## config.mk

```make
export PLATFORM = sky130hd
export DESIGN_NAME = acorn_ad_absorb
export DESIGN_NICKNAME = d
export VERILOG_FILES = /design/src/rtl/acorn_ad_absorb.sv
export SDC_FILE = /design/constraint.sdc
export NUM_CORES = 1
export LEC_CHECK = 0
export BUFFER_PORTS_ARGS = -buffer_cell sky130_fd_sc_hd__buf_2
export CAP_MARGIN = 20
export CORE_AREA = 3 3 239 241
export CTS_CLUSTER_SIZE = 40
export DETAILED_ROUTE_END_ITERATION = 16
export DIE_AREA = 0 0 242 244
export GPL_TIMING_DRIVEN = 0
export HOLD_SLACK_MARGIN = 0.1
export PLACE_DENSITY_LB_ADDON = 0.08
export SETUP_SLACK_MARGIN = 0.02
export SYNTH_ARGS = -nofsm -noshare
export SYNTH_HDL_FRONTEND = slang
export SYNTH_SLANG_ARGS = --single-unit
```

## constraint.sdc

```tcl
create_clock -name clk -period 2.2 [get_ports clk]
set_input_delay 0.11 -clock clk [delete_from_list [all_inputs] [get_ports clk]]
set_output_delay 0.11 -clock clk [all_outputs]
set_load 0.01 [all_outputs]
```

## src/rtl/acorn_ad_absorb.sv

```systemverilog
// acorn_ad_absorb: ACORN-128 associated-data absorption stage.
// Takes the post-initialization state, absorbs ad_len bytes of AD bit-serially (LSB first,
// one state_update128 step per clock, ca=1/cb=1), then runs the 256-step padding phase.
//
// Ports:
//   clk        rising-edge clock
//   rst        asynchronous active-low reset
//   start_i    one-cycle start request, sampled only when idle
//   state_in   293-bit post-initialization state
//   ad_len     AD length in bytes
//   ad_data    AD byte, ad_valid qualifies it, ad_ready accepts it
//   state_out  internal state register
//   busy       high from start acceptance until done
//   done       one-cycle completion pulse; state_out is final until the next start
//
// state_update128: one combinational ACORN-128 StateUpdate128 step.
//   rst forces the output to zero; ca_in/cb_in/mbit_in are the step control bits.

module state_update128 (
  input  logic         rst,
  input  logic [292:0] state_in,
  input  logic         ca_in,
  input  logic         cb_in,
  input  logic         mbit_in,
  output logic [292:0] state_out
);

  logic [292:0] s;
  logic         ks;
  logic         f;

  always_comb begin
    s = state_in;
    // LFSR feedback taps; every tap reads a not-yet-updated position
    s[289] = state_in[289] ^ state_in[235] ^ state_in[230];
    s[230] = state_in[230] ^ state_in[196] ^ state_in[193];
    s[193] = state_in[193] ^ state_in[160] ^ state_in[154];
    s[154] = state_in[154] ^ state_in[111] ^ state_in[107];
    s[107] = state_in[107] ^ state_in[66]  ^ state_in[61];
    s[61]  = state_in[61]  ^ state_in[23]  ^ state_in[0];

    // keystream bit uses the updated taps
    ks = s[12] ^ s[154]
       ^ ((s[235] & s[61]) ^ (s[235] & s[193]) ^ (s[61] & s[193]))
       ^ ((s[230] & s[111]) ^ (~s[230] & s[66]));

    f = s[0] ^ ~s[107]
      ^ ((s[244] & s[23]) ^ (s[244] & s[160]) ^ (s[23] & s[160]))
      ^ (ca_in & s[196]) ^ (cb_in & ks) ^ mbit_in;

    state_out = rst ? '0 : {f, s[292:1]};
  end

endmodule

module acorn_ad_absorb #(
  parameter int unsigned LEN_W     = 16,
  parameter int unsigned PAD_STEPS = 256
) (
  input  logic             clk,
  input  logic             rst,
  input  logic             start_i,
  input  logic [292:0]     state_in,
  input  logic [LEN_W-1:0] ad_len,
  input  logic [7:0]       ad_data,
  input  logic             ad_valid,
  output logic             ad_ready,
  output logic [292:0]     state_out,
  output logic             busy,
  output logic             done
);

  typedef enum logic [2:0] {StIdle, StAdWait, StAdShift, StPad, StDone} state_e;

  localparam logic [8:0] PadLast = 9'(PAD_STEPS - 1);
  localparam logic [8:0] PadHalf = 9'(PAD_STEPS / 2);

  state_e           st_q;
  logic [292:0]     state_q;
  logic [292:0]     sup128_out;
  logic [LEN_W-1:0] byte_cnt_q;
  logic [2:0]       bit_cnt_q;
  logic [8:0]       pad_cnt_q;
  logic [7:0]       byte_buf_q;
  logic             busy_q;
  logic             done_q;

  logic step;
  logic mbit;
  logic ca;
  logic cb;

  state_update128 u_sup128 (
    .rst      (~rst),
    .state_in (state_q),
    .ca_in    (ca),
    .cb_in    (cb),
    .mbit_in  (mbit),
    .state_out(sup128_out)
  );

  // Step control: AD bits with ca=cb=1; padding injects a single 1 and drops ca halfway.
  always_comb begin
    step = 1'b0;
    mbit = 1'b0;
    ca   = 1'b0;
    cb   = 1'b0;
    case (st_q)
      StAdShift: begin
        step = 1'b1;
        mbit = byte_buf_q[bit_cnt_q];
        ca   = 1'b1;
        cb   = 1'b1;
      end
      StPad: begin
        step = 1'b1;
        mbit = (pad_cnt_q == 9'd0);
        ca   = (pad_cnt_q < PadHalf);
        cb   = 1'b1;
      end
      default: ;
    endcase
  end

  always_ff @(posedge clk or negedge rst) begin
    if (!rst) begin
      st_q       <= StIdle;
      state_q    <= '0;
      byte_cnt_q <= '0;
      bit_cnt_q  <= '0;
      pad_cnt_q  <= '0;
      byte_buf_q <= '0;
      busy_q     <= 1'b0;
      done_q     <= 1'b0;
    end else begin
      if (step) begin
        state_q <= sup128_out;
      end
      case (st_q)
        StIdle: begin
          if (start_i) begin
            state_q    <= state_in;
            byte_cnt_q <= ad_len;
            busy_q     <= 1'b1;
            pad_cnt_q  <= '0;
            st_q       <= (ad_len != '0) ? StAdWait : StPad;
          end
        end
        StAdWait: begin
          if (ad_valid) begin
            byte_buf_q <= ad_data;
            bit_cnt_q  <= '0;
            byte_cnt_q <= byte_cnt_q - 1'b1;
            st_q       <= StAdShift;
          end
        end
        StAdShift: begin
          bit_cnt_q <= bit_cnt_q + 1'b1;
          if (bit_cnt_q == 3'd7) begin
            pad_cnt_q <= '0;
            st_q      <= (byte_cnt_q != '0) ? StAdWait : StPad;
          end
        end
        StPad: begin
          pad_cnt_q <= pad_cnt_q + 1'b1;
          if (pad_cnt_q == PadLast) begin
            done_q <= 1'b1;
            st_q   <= StDone;
          end
        end
        StDone: begin
          done_q <= 1'b0;
          busy_q <= 1'b0;
          st_q   <= StIdle;
        end
        default: st_q <= StIdle;
      endcase
    end
  end

  assign ad_ready  = (st_q == StAdWait);
  assign state_out = state_q;
  assign busy      = busy_q;
  assign done      = done_q;

endmodule
```

Word-level counts from Yosys, hierarchy flattened
Index checks and enable logic that the tools add are counted.
{ "totals": {"regBits": 334, "output_inout_bits": 296, "word_cells": 105} }
{ "classes": {"addsub": 3, "order_cmp": 2, "eq_ne": 10, "mux": 28, "bitwise": 37, "reduce_logical": 17} }
{ "op_table": {"columns": ["operator", "n"], "rows": [
  ["two-way mux 293 bit", 4],
  ["two-way mux 16 bit", 2],
  ["one-hot mux 16 bit (2 select lines)", 1],
  ["nonzero test 16 bit", 2],
  ["one-hot mux 9 bit (3 select lines)", 1],
  ["XOR 1 bit", 25],
  ["two-way mux 9 bit", 2],
  ["subtractor 16 x 1 -> 16 bit (second input constant)", 1],
  ["two-way mux 3 bit", 5],
  ["one-hot mux 3 bit (4 select lines)", 1],
  ["bitwise AND 1 bit", 10],
  ["adder 9 x 1 -> 9 bit (second input constant)", 1],
  ["equality test 9 x 8 -> 1 bit (second input constant)", 1],
  ["logical NOT 9 bit", 1],
  ["less-than comparator 9 x 8 -> 1 bit (second input constant)", 1],
  ["!= test 2 bit (second input constant)", 4],
  ["one-hot mux 1 bit (2 select lines)", 4],
  ["AND reduction 2 bit", 4],
  ["nonzero test 2 bit", 4],
  ["equality test 3 x 2 -> 1 bit (second input constant)", 2],
  ["equality test 3 bit (second input constant)", 2],
  ["one-hot mux 3 bit (2 select lines)", 1],
  ["AND reduction 3 bit", 2],
  ["less-than comparator 3 x 4 -> 1 bit (second input constant)", 1],
  ["other kinds (10)", 15]
]} }

Depth between registers and ports, before layout
{ "depth": {"word_depth": 14, "depth_mapped": 9} }

Hierarchy
Synthesis repeated with hierarchy kept, for this count alone.
{ "hier_totals": {"hier_cells": 1878, "hier_area_um2": 18043.6} }
{ "by_module_without_submodules": {"columns": ["mod", "instances", "cells_each", "area_each_um2"], "rows": [
  ["acorn_ad_absorb", 1, 1527, 15842.7],
  ["state_update128", 1, 351, 2200.9]
]} }

Worst setup path after synthesis
Ideal clock, no wire load.
{ "synth_path": {"path_kind": "flip-flop to flip-flop", "from": "register byte_cnt_q[0]", "to": "register byte_cnt_q[14]", "arrival_time_ns": 2.264, "required_ns": 2.079, "setup_slack_ns": -0.185, "path_stages_with_launch": 9, "n_path_buf": 0, "period_less_slack_ns": 2.385, "cell_sequence": "dfrtp_1 -> inv_1 -> ha_1 -> or3b_1 -> or4_4 -> or3_4 -> nor2b_1 -> a31oi_1 -> o22a_1"} }
{ "synth_between": {"elab_chain_len": 3} }
{ "synth_lines": {"columns": ["item", "line_no", "text"], "rows": [
  ["start, declared", "81", "logic [LEN_W-1:0] byte_cnt_q;"],
  ["start signal, assigned", "143", "byte_cnt_q <= ad_len;"],
  ["start signal, assigned", "153", "byte_cnt_q <= byte_cnt_q - 1'b1;"],
  ["subtractor 16 x 1 -> 16 bit", "153", null],
  ["two-way mux 16 bit", "150", "if (ad_valid) begin"],
  ["one-hot mux 16 bit (2 select lines)", "139", "case (st_q)"]
]} }
Every way passes these cells. The select of a mux whose other input is x is not followed.
A chain may end at the register's enable or synchronous reset.

Final worst setup path
Same ends and word-level chain as after synthesis.

==> results.toml <==
[sta]
slew_violations = 0
max_freq_ghz = 0.410
fin_crit_sh = 1.11
hold_violations = 0
maxSlewHeadroom = 0.456
rsz0062_at_grt = "true"
tightest_slew_ps = 809
setup_viol = 9
final.setup.tns_ps = -1400
final.setup.worst_slack_ps = -242
finalClockSkew_ps = 28.9
finalCriticalPeriod_ps = 2440

[yosys]
synth_largest_area_cell = "dfrtp_1"
yosys_most_used_dff = "dfrtp_1"
synth_cell_type_count = 45
synthArstFlopShare = 1.00
syn-cell-area_sq_um = 16300
yosysMostFrequentCell = "dfrtp_1"
syn_nets = 2214
syn_area_per_cell_sq_um = 8.64
ys_seq_area_frac = 0.513
synthCells = 1887
netlist_top_cells_count = "dfrtp_1 (334), o21ai_0 (316), a21oi_1 (308)"
synth_top_area_frac = 0.513
synthTopCellsByArea = "dfrtp_1 (51%), and3_1 (11%), o21ai_0 (9.7%)"
yosysWarnings = 0
synth_enable_flop_cells = 0
synth-seq-cells = 334

[run]
max-cap-violations = 0

[drt]
ant_nets = 0
vias = 18531
drt-pass1-iter-count = 6
drc_errors = 0
wirelength_um = 76600
vias_per_cell = 5.06
wl_per_cell_um = 20.9
drt_iter0_drc = 903

[placement]
portBuffers = 616
dp_hpwl_um = 55500
gp_congestion = 0.894
placedCellCount = 3255

[pwr]
p_int_mw = 16.1
cellPowerDensity_nw_per_um2 = 1030
swShare = 0.391
seq_power_share = 0.364
ir_drop_mv = 0.565
power.total_mw = 26.4
cellLeakagePower_nw = 13.3
p_sw_mw = 10.3
power_frac_clock = 0.261
comb_power_share = 0.375

[die]
io_pins = 617
die-area_sq_um = 59000
start_util = 0.296
die_h_um = 244
dieWidth_um = 242
core-area_sq_um = 55100
rows = 86

[worst_setup_path]
startpoint = "byte_cnt_q[0]$_DFFE_PN0P_"
reg2reg_from = "byte_cnt_q[0]$_DFFE_PN0P_"
arrival_ps = 2880
cp_data_required_time_ps = 2630
worst-path-max-fanout = 4
crit_path_end_kind = "flip-flop"
path_class = "reg2reg"
startpoint_type = "flip-flop"

[global_routing]
grt-ovfl-total = 0
first_global_vias = 19012
grt_pass1_wl_um = 116000
grt_max_degree = 84
track_usage = 0.250
antenna_found_initial = 6

[clocking]
path_clk_slew_ps = 60
cts_made_buffers = 42
clkLatencyLatePin_ps = 570
htree_levels = 2
cts_tree = "done"
root_buffer = "clkbuf_16"
numClockSinks = 334
ctsLongestPathBuffers = 3

[cells_and_area]
finalNonFillerCells = 3663
final_core_util = 0.463
register_area_sq_um = 8370
drive_above_1_share = 0.293
multi_input_area_sq_um = 7380
fin_nets = 3214
fill_cells = 5537
synthToLayoutAreaGrowth_pct = 56.5

[hold_path]
hp-class = "in2async"

[status]
violations = "negative setup slack"
outcome = "complete, but fails checks"
==> routing by layer <==
layer,GRT usage,part of all wire,up-vias
met3,0.0664,0.071,136
met5,0,0.00050,-
met2,0.427,0.48,626
met1,0.306,0.41,9106
met4,0.0842,0.034,6
li1,-,-,8657
==> flip-flops by register name, summed over array words and instances (netlist names) <==
signal,cells
state_out,293
byte_cnt_q,16
pad_cnt_q,9
byte_buf_q,8
bit_cnt_q,3
st_q,3
busy,1
done,1
==> worst max-delay path, cell delays in order (launching register included) <==
cell     delay, ps
dfrtp_1        410
inv_2           90
ha_4           130
or3b_4         380
or4_4          440
or3_4          450
nor2b_4        130
a31oi_1         90
o22a_1         200
==> kinds of logic after synthesis <==
kind of cell | count (synthesis) | share of synthesized area
AO/OA/AOI/OAI | 650 | 0.204
XOR/XNOR | 23 | 0.0149
adder cells (fa/ha/maj) | 8 | 0.00583
buffers and inverters | 181 | 0.0433
flip-flops | 334 | 0.513
multiplexers | 16 | 0.0121
AND/OR/NAND/NOR | 675 | 0.207
==> layout by cell type (no fill, tap or decap), drive strengths merged, types with 3 or more instances in the layout <==
cell and n:
nor3 8, a21oi 308, xor2 7, mux2 10, dfrtp 334, nand3 9
nor4 10, mux2i 4, and3 289, clkinv 6, inv 9, xnor2 13
o21ai 318, nand4 6, clkbuf 203, xnor3 3, or4 3, o22a 4
diode 3, dlygate4sd3 321, a22oi 7, ha 6, buf 663, nor2 34
nand2 307, or3 3
==> metrics by stage <==
stage	worst slack [ps]	hold WS, ps	cell area [sq um]
global route	-293	283	25500
global placement	-6510	315	20300
detailed placement	-1410	130	20400
finish	-242	264	25500
CTS	-331	248	25300
floorplan	-176	-186	16300
==> cell type report <==
class | count | area share
sequential | 334 | 0.328
multi-input combinational | 1372 | 0.290
timing repair buffer | 958 | 0.259
clock buffer | 60 | 0.0483
tap | 748 | 0.0367
buffer | 170 | 0.0328
clock inverter | 9 | 0.00397
inverter | 9 | 0.00132
antenna | 3 | 0.000294
==> power groups by stage <==
| stage | combinational, mW | sequential, mW | clock (mW) |
|---|---|---|---|
| floorplan | 4.11 | 9.94 | 0 |
| global placement | 8.96 | 9.57 | 0 |
| detailed placement | 9.01 | 9.63 | 0 |
| CTS | 9.73 | 9.55 | 7.07 |
| global route | 10.8 | 9.87 | 7.32 |
| finish | 9.89 | 9.61 | 6.87 |
==> what timing repair did <==
action                                  4_1_cts  5_1_grt
buffers inserted                              7        7
pin swaps                                     2       10
endpoints found under the hold margin       574        0
gates cloned                                  1        0
endpoints found under the setup margin      319      321
hold buffers                                323        0
gates resized for setup                      96       94
==> worst paths after layout <==
kind	to	slack [ps]	cells after the start
min in group clk	state_out[33]$_DFF_PN0_	290	4
max in group asynchronous	state_out[111]$_DFF_PN0_	700	5
worst min-delay path	state_out[222]$_DFF_PN0_	260	3
worst max register to register	byte_cnt_q[14]$_DFFE_PN0P_	-240	8
worst max-delay path	byte_cnt_q[14]$_DFFE_PN0P_	-240	8
worst min register to register	byte_buf_q[5]$_DFFE_PN0P_	510	1
Power figures use the tool's default switching activity.
